File: src/rtl/dual_debounce.sv
// dual_debounce: two-channel synchronise-and-debounce front end feeding the OR gate stage
module debounce_ch #(
  parameter int STABLE_CYCLES = 1000,
  parameter int CNT_W = 16
) (
  input  logic clk,
  input  logic rst_n,
  input  logic raw,
  output logic clean,
  output logic rise
);
  typedef enum logic [1:0] {
    LO_STABLE = 2'b00,
    LO_ARM    = 2'b01,
    HI_STABLE = 2'b10,
    HI_ARM    = 2'b11
  } state_t;
  localparam logic [CNT_W-1:0] LAST = CNT_W'(STABLE_CYCLES - 1);
  logic s1, s2, hi, arm, trig, done, nxt_rise;
  logic [CNT_W-1:0] cnt, nxt_cnt;
  state_t state, nxt;
  always_ff @(posedge clk or negedge rst_n)
    if (!rst_n) begin
      s1 <= 1'b0;
      s2 <= 1'b0;
    end else begin
      s1 <= raw;
      s2 <= s1;
    end
  always_ff @(posedge clk or negedge rst_n)
    if (!rst_n) begin
      state <= LO_STABLE;
      cnt   <= '0;
      rise  <= 1'b0;
    end else begin
      state <= nxt;
      cnt   <= nxt_cnt;
      rise  <= nxt_rise;
    end
  // state[1] is the clean level and state[0] marks an armed count, so both halves share one rule
  always_comb begin
    hi       = state[1];
    arm      = state[0];
    trig     = s2 ^ hi;
    done     = trig & (arm ? cnt == LAST : STABLE_CYCLES == 1);
    nxt      = done ? state_t'({~hi, 1'b0}) : state_t'({hi, trig});
    nxt_cnt  = (trig & ~done) ? cnt + 1'b1 : '0;
    nxt_rise = done & ~hi;
  end
  always_comb clean = state[1];
endmodule

module dual_debounce #(
  parameter int STABLE_CYCLES = 1000,
  parameter int CNT_W = 16
) (
  input  logic clk,
  input  logic rst_n,
  input  logic a_raw,
  input  logic b_raw,
  output logic a_clean,
  output logic b_clean,
  output logic a_rise,
  output logic b_rise
);
  debounce_ch #(.STABLE_CYCLES(STABLE_CYCLES), .CNT_W(CNT_W)) u_a (
    .clk(clk), .rst_n(rst_n), .raw(a_raw), .clean(a_clean), .rise(a_rise)
  );
  debounce_ch #(.STABLE_CYCLES(STABLE_CYCLES), .CNT_W(CNT_W)) u_b (
    .clk(clk), .rst_n(rst_n), .raw(b_raw), .clean(b_clean), .rise(b_rise)
  );
endmodule

File: config.mk
export PLATFORM = sky130hd
export DESIGN_NAME = dual_debounce
export DESIGN_NICKNAME = d
export VERILOG_FILES = /design/src/rtl/dual_debounce.sv
export SDC_FILE = /design/constraint.sdc
export NUM_CORES = 1
export LEC_CHECK = 0
export CAP_MARGIN = 10
export CORE_ASPECT_RATIO = 1.5
export CORE_UTILIZATION = 40
export CTS_BUF_LIST = sky130_fd_sc_hd__clkbuf_16
export DETAILED_ROUTE_END_ITERATION = 12
export SKIP_CTS_REPAIR_TIMING = 1
export SLEW_MARGIN = 20
export SYNTH_ARGS = -nofsm -noshare
export SYNTH_HDL_FRONTEND = slang
export SYNTH_SLANG_ARGS = --single-unit
File: constraint.sdc
create_clock -name clk -period 4 [get_ports clk]
set_input_delay 1 -clock clk [delete_from_list [all_inputs] [get_ports clk]]
set_output_delay 1 -clock clk [all_outputs]
set_load 0.03 [all_outputs]
==> metrics <==
status complete, no violations; Wirelength per Cell between 10 and 15 um; Hold WC Path Type reg -> reg; Clock transition at path regs 60 ps; P&R area growth vs syn 14.27%; register area share after synthesis 55.23%; Tot GR Track Use 16.02%; PD cells 421.0 nW/um^2; vias per cell 5.175; Synth Register Bits 42; post-route minimum period 2354 ps; CTS Sinks 42; Fin Hold WS 348.3 ps; Sw Pwr around 0.18 mW; Hold Path Stages 0; Slew Viols, Final 0; VDD IR-drop max around 270 uV; Synth Cell Area 1903 um^2; DR vias 1299; Worst Path Arrival 1350 ps; share of layout cells above drive strength 1 7.487%; leading area contributor after synthesis dfrtp_1; most frequent cells after synthesis dfrtp_1, nor2_1, xnor2_1; GR Overflow Total 0; top-area cell type share of the netlist area between 50% and 60%; Placement Cell Area 2009 um^2; global-route wire length before repair 6072 um; CP endpoint kind output pin; Final Wtd Congestion 0.8406; sw frac 19.85%; crit path cell chain clkdlybuf4s50_1; initial antenna violation count 0; Clock power frac 49.0%; Port Buf Inserts 7; DRT iter0 DRCs 105; Clock Latency Late Sink 280 ps; syn_area_per_cell 10.81 um^2; worst endpoint required time 3000 ps; relative slew slack 39.30%; # diodes 0; top post-synthesis cells by area dfrtp_1, xnor2_1, nor2_1; Core ar. ~4500 um^2; final wirelength 3327 um; Setup Viol. Count Final 0; static leakage 0.8962 nW; drt first pass iters 4; CTS H-tree depth 2; Max Root-Sink Buffers 2; Reg2Reg Depth 4; Tcrit/Tclk final 58.85%; Slowest-stage cell, CP clkdlybuf4s50_1; clock skew between 5 and 6 ps; top-count cell post-synth dfrtp_1; Final #Nets about 190; Hold Fails Final Rpt 0; Die ar. around 5000 um^2; YS warnings 0; Final Util around 48%; worst r2r src u_a.cnt[3]; RSZ-0062 raised after global routing false; CTS tree built; post-route cell area 2175 um^2; critical path's largest stage delay slightly below 700 ps; Die X between 50 and 60 um; largest net degree at the start of global routing 43; max-cap viol count 0; vias in the first global route 1326; antenna viol nets, final 0; Root Driver clkbuf_16; syn nets 182; Initial Utilization between 40% and 50%; FMAX 0.4248 GHz; worst-margin pin slew 910.5 ps; flop-to-flop setup slack 2070 ps; Worst setup SP type register; Internal between 0.7 and 0.8 mW; Num CTS Buffers 5; number of synthesized flops with an enable pin 0; Worst R2R End u_a.cnt[13]; DRC 0; setup TNS 0 ps; Ports 8; Combinational Power Share about 3.1%; Seq pwr share 47.9%; Crit Path Max Fanout 4; Total Power 0.9156 mW; Netlist cell types 27; CP Class reg -> out; fraction of registers with async set/reset 100.0%; row count 30; Crit path max-delay family buffers and inverters; hold_sp u_a.s1; top_reg_cell synth dfrtp_1; CP bufs+invs 1; Hold Path End u_a.s2; Die Height approximately 86 um; DP Wirelength 2240 um; Cells after Synth 176; fillcell total 433
area by class of cell:
type | count | area [um^2] | share of cell area [%]
Multi-Input combinational cell | 126 | 798.3 | 36.71
Clock inverter | 3 | 40.04 | 1.841
Sequential cell | 42 | 1051 | 48.33
Timing Repair Buffer | 7 | 65.06 | 2.992
Clock buffer | 5 | 125.1 | 5.754
Tap cell | 64 | 80.08 | 3.682
Inverter | 4 | 15.01 | 0.6904
metal layers:
metal  vias up  share of wire, %  wire length [um]  global-route usage (%)
li1        628                 -                 -                       -
met1       645                39              1284                   16.42
met2        18                57              1880                   29.47
met3         8               2.6                88                   4.478
met4         0               2.2                74                   7.143
met5         -                 0                 0                       0
cells by family after synthesis:
| kind of cell | share of synthesized area, % |
|---|---|
| and+or+nand+nor | 25.18 |
| DFF | 55.23 |
| xor gates and xnor gates | 13.81 |
| buffers and inverters | 2.827 |
| muxes | 1.183 |
| adders and majority gates | 1.315 |
| AOI/OAI and AO/OA | 0.4603 |
cells in the final DEF, fill, tap and decap left out, types with 3 or more instances in the layout:
cell             count
inv_1                4
xor2_1              13
clkdlybuf4s50_1      6
nor4_1               8
nor3_1               5
nor2_1              33
and4_1               3
xnor2_1             17
clkbuf_16            5
dfrtp_1             42
nand3_1              8
nand2_1             11
nand4_1             12
registers in the layout, indices dropped and copies added (netlist names):
name and cells:
u_b.cnt 16, u_b.state 2, u_a.cnt 16, u_a.rise 1
u_a.state 2, u_a.s1 1, u_b.s1 1, u_a.s2 1
u_b.s2 1, u_b.rise 1
power groups by stage:
stage / clock network, mW / registers, mW / logic (mW)
floorplan: 0 / 0.445 / 0.0179
global placement: 0 / 0.446 / 0.0276
detailed placement: 0 / 0.446 / 0.0289
CTS: 0.461 / 0.439 / 0.0293
global route: 0.478 / 0.440 / 0.0328
finish: 0.449 / 0.439 / 0.0280
stage by stage:
| stage | cells | worst slack (ps) |
|---|---|---|
| 3_3_place_gp | 243 | 1952 |
| 4_1_cts | 251 | 1634 |
| 3_5_place_dp | 243 | 1938 |
| 6_report | 251 | 1646 |
| 5_1_grt | 251 | 1590 |
| 2_1_floorplan | 176 | 2250 |
worst max path at each step:
stage,from,endpoint,slack [ps],depth (start not counted)
CTS,u_a.state[1],a_clean,1630,1
finish,u_a.state[1],a_clean,1650,1
floorplan,u_a.cnt[3],u_a.cnt[11],2250,6
global placement,u_b.state[1],b_clean,1950,1
detailed placement,u_b.state[1],b_clean,1940,1
global route,u_a.state[1],a_clean,1590,1
Note: power is estimated with default switching activity, not from simulation.
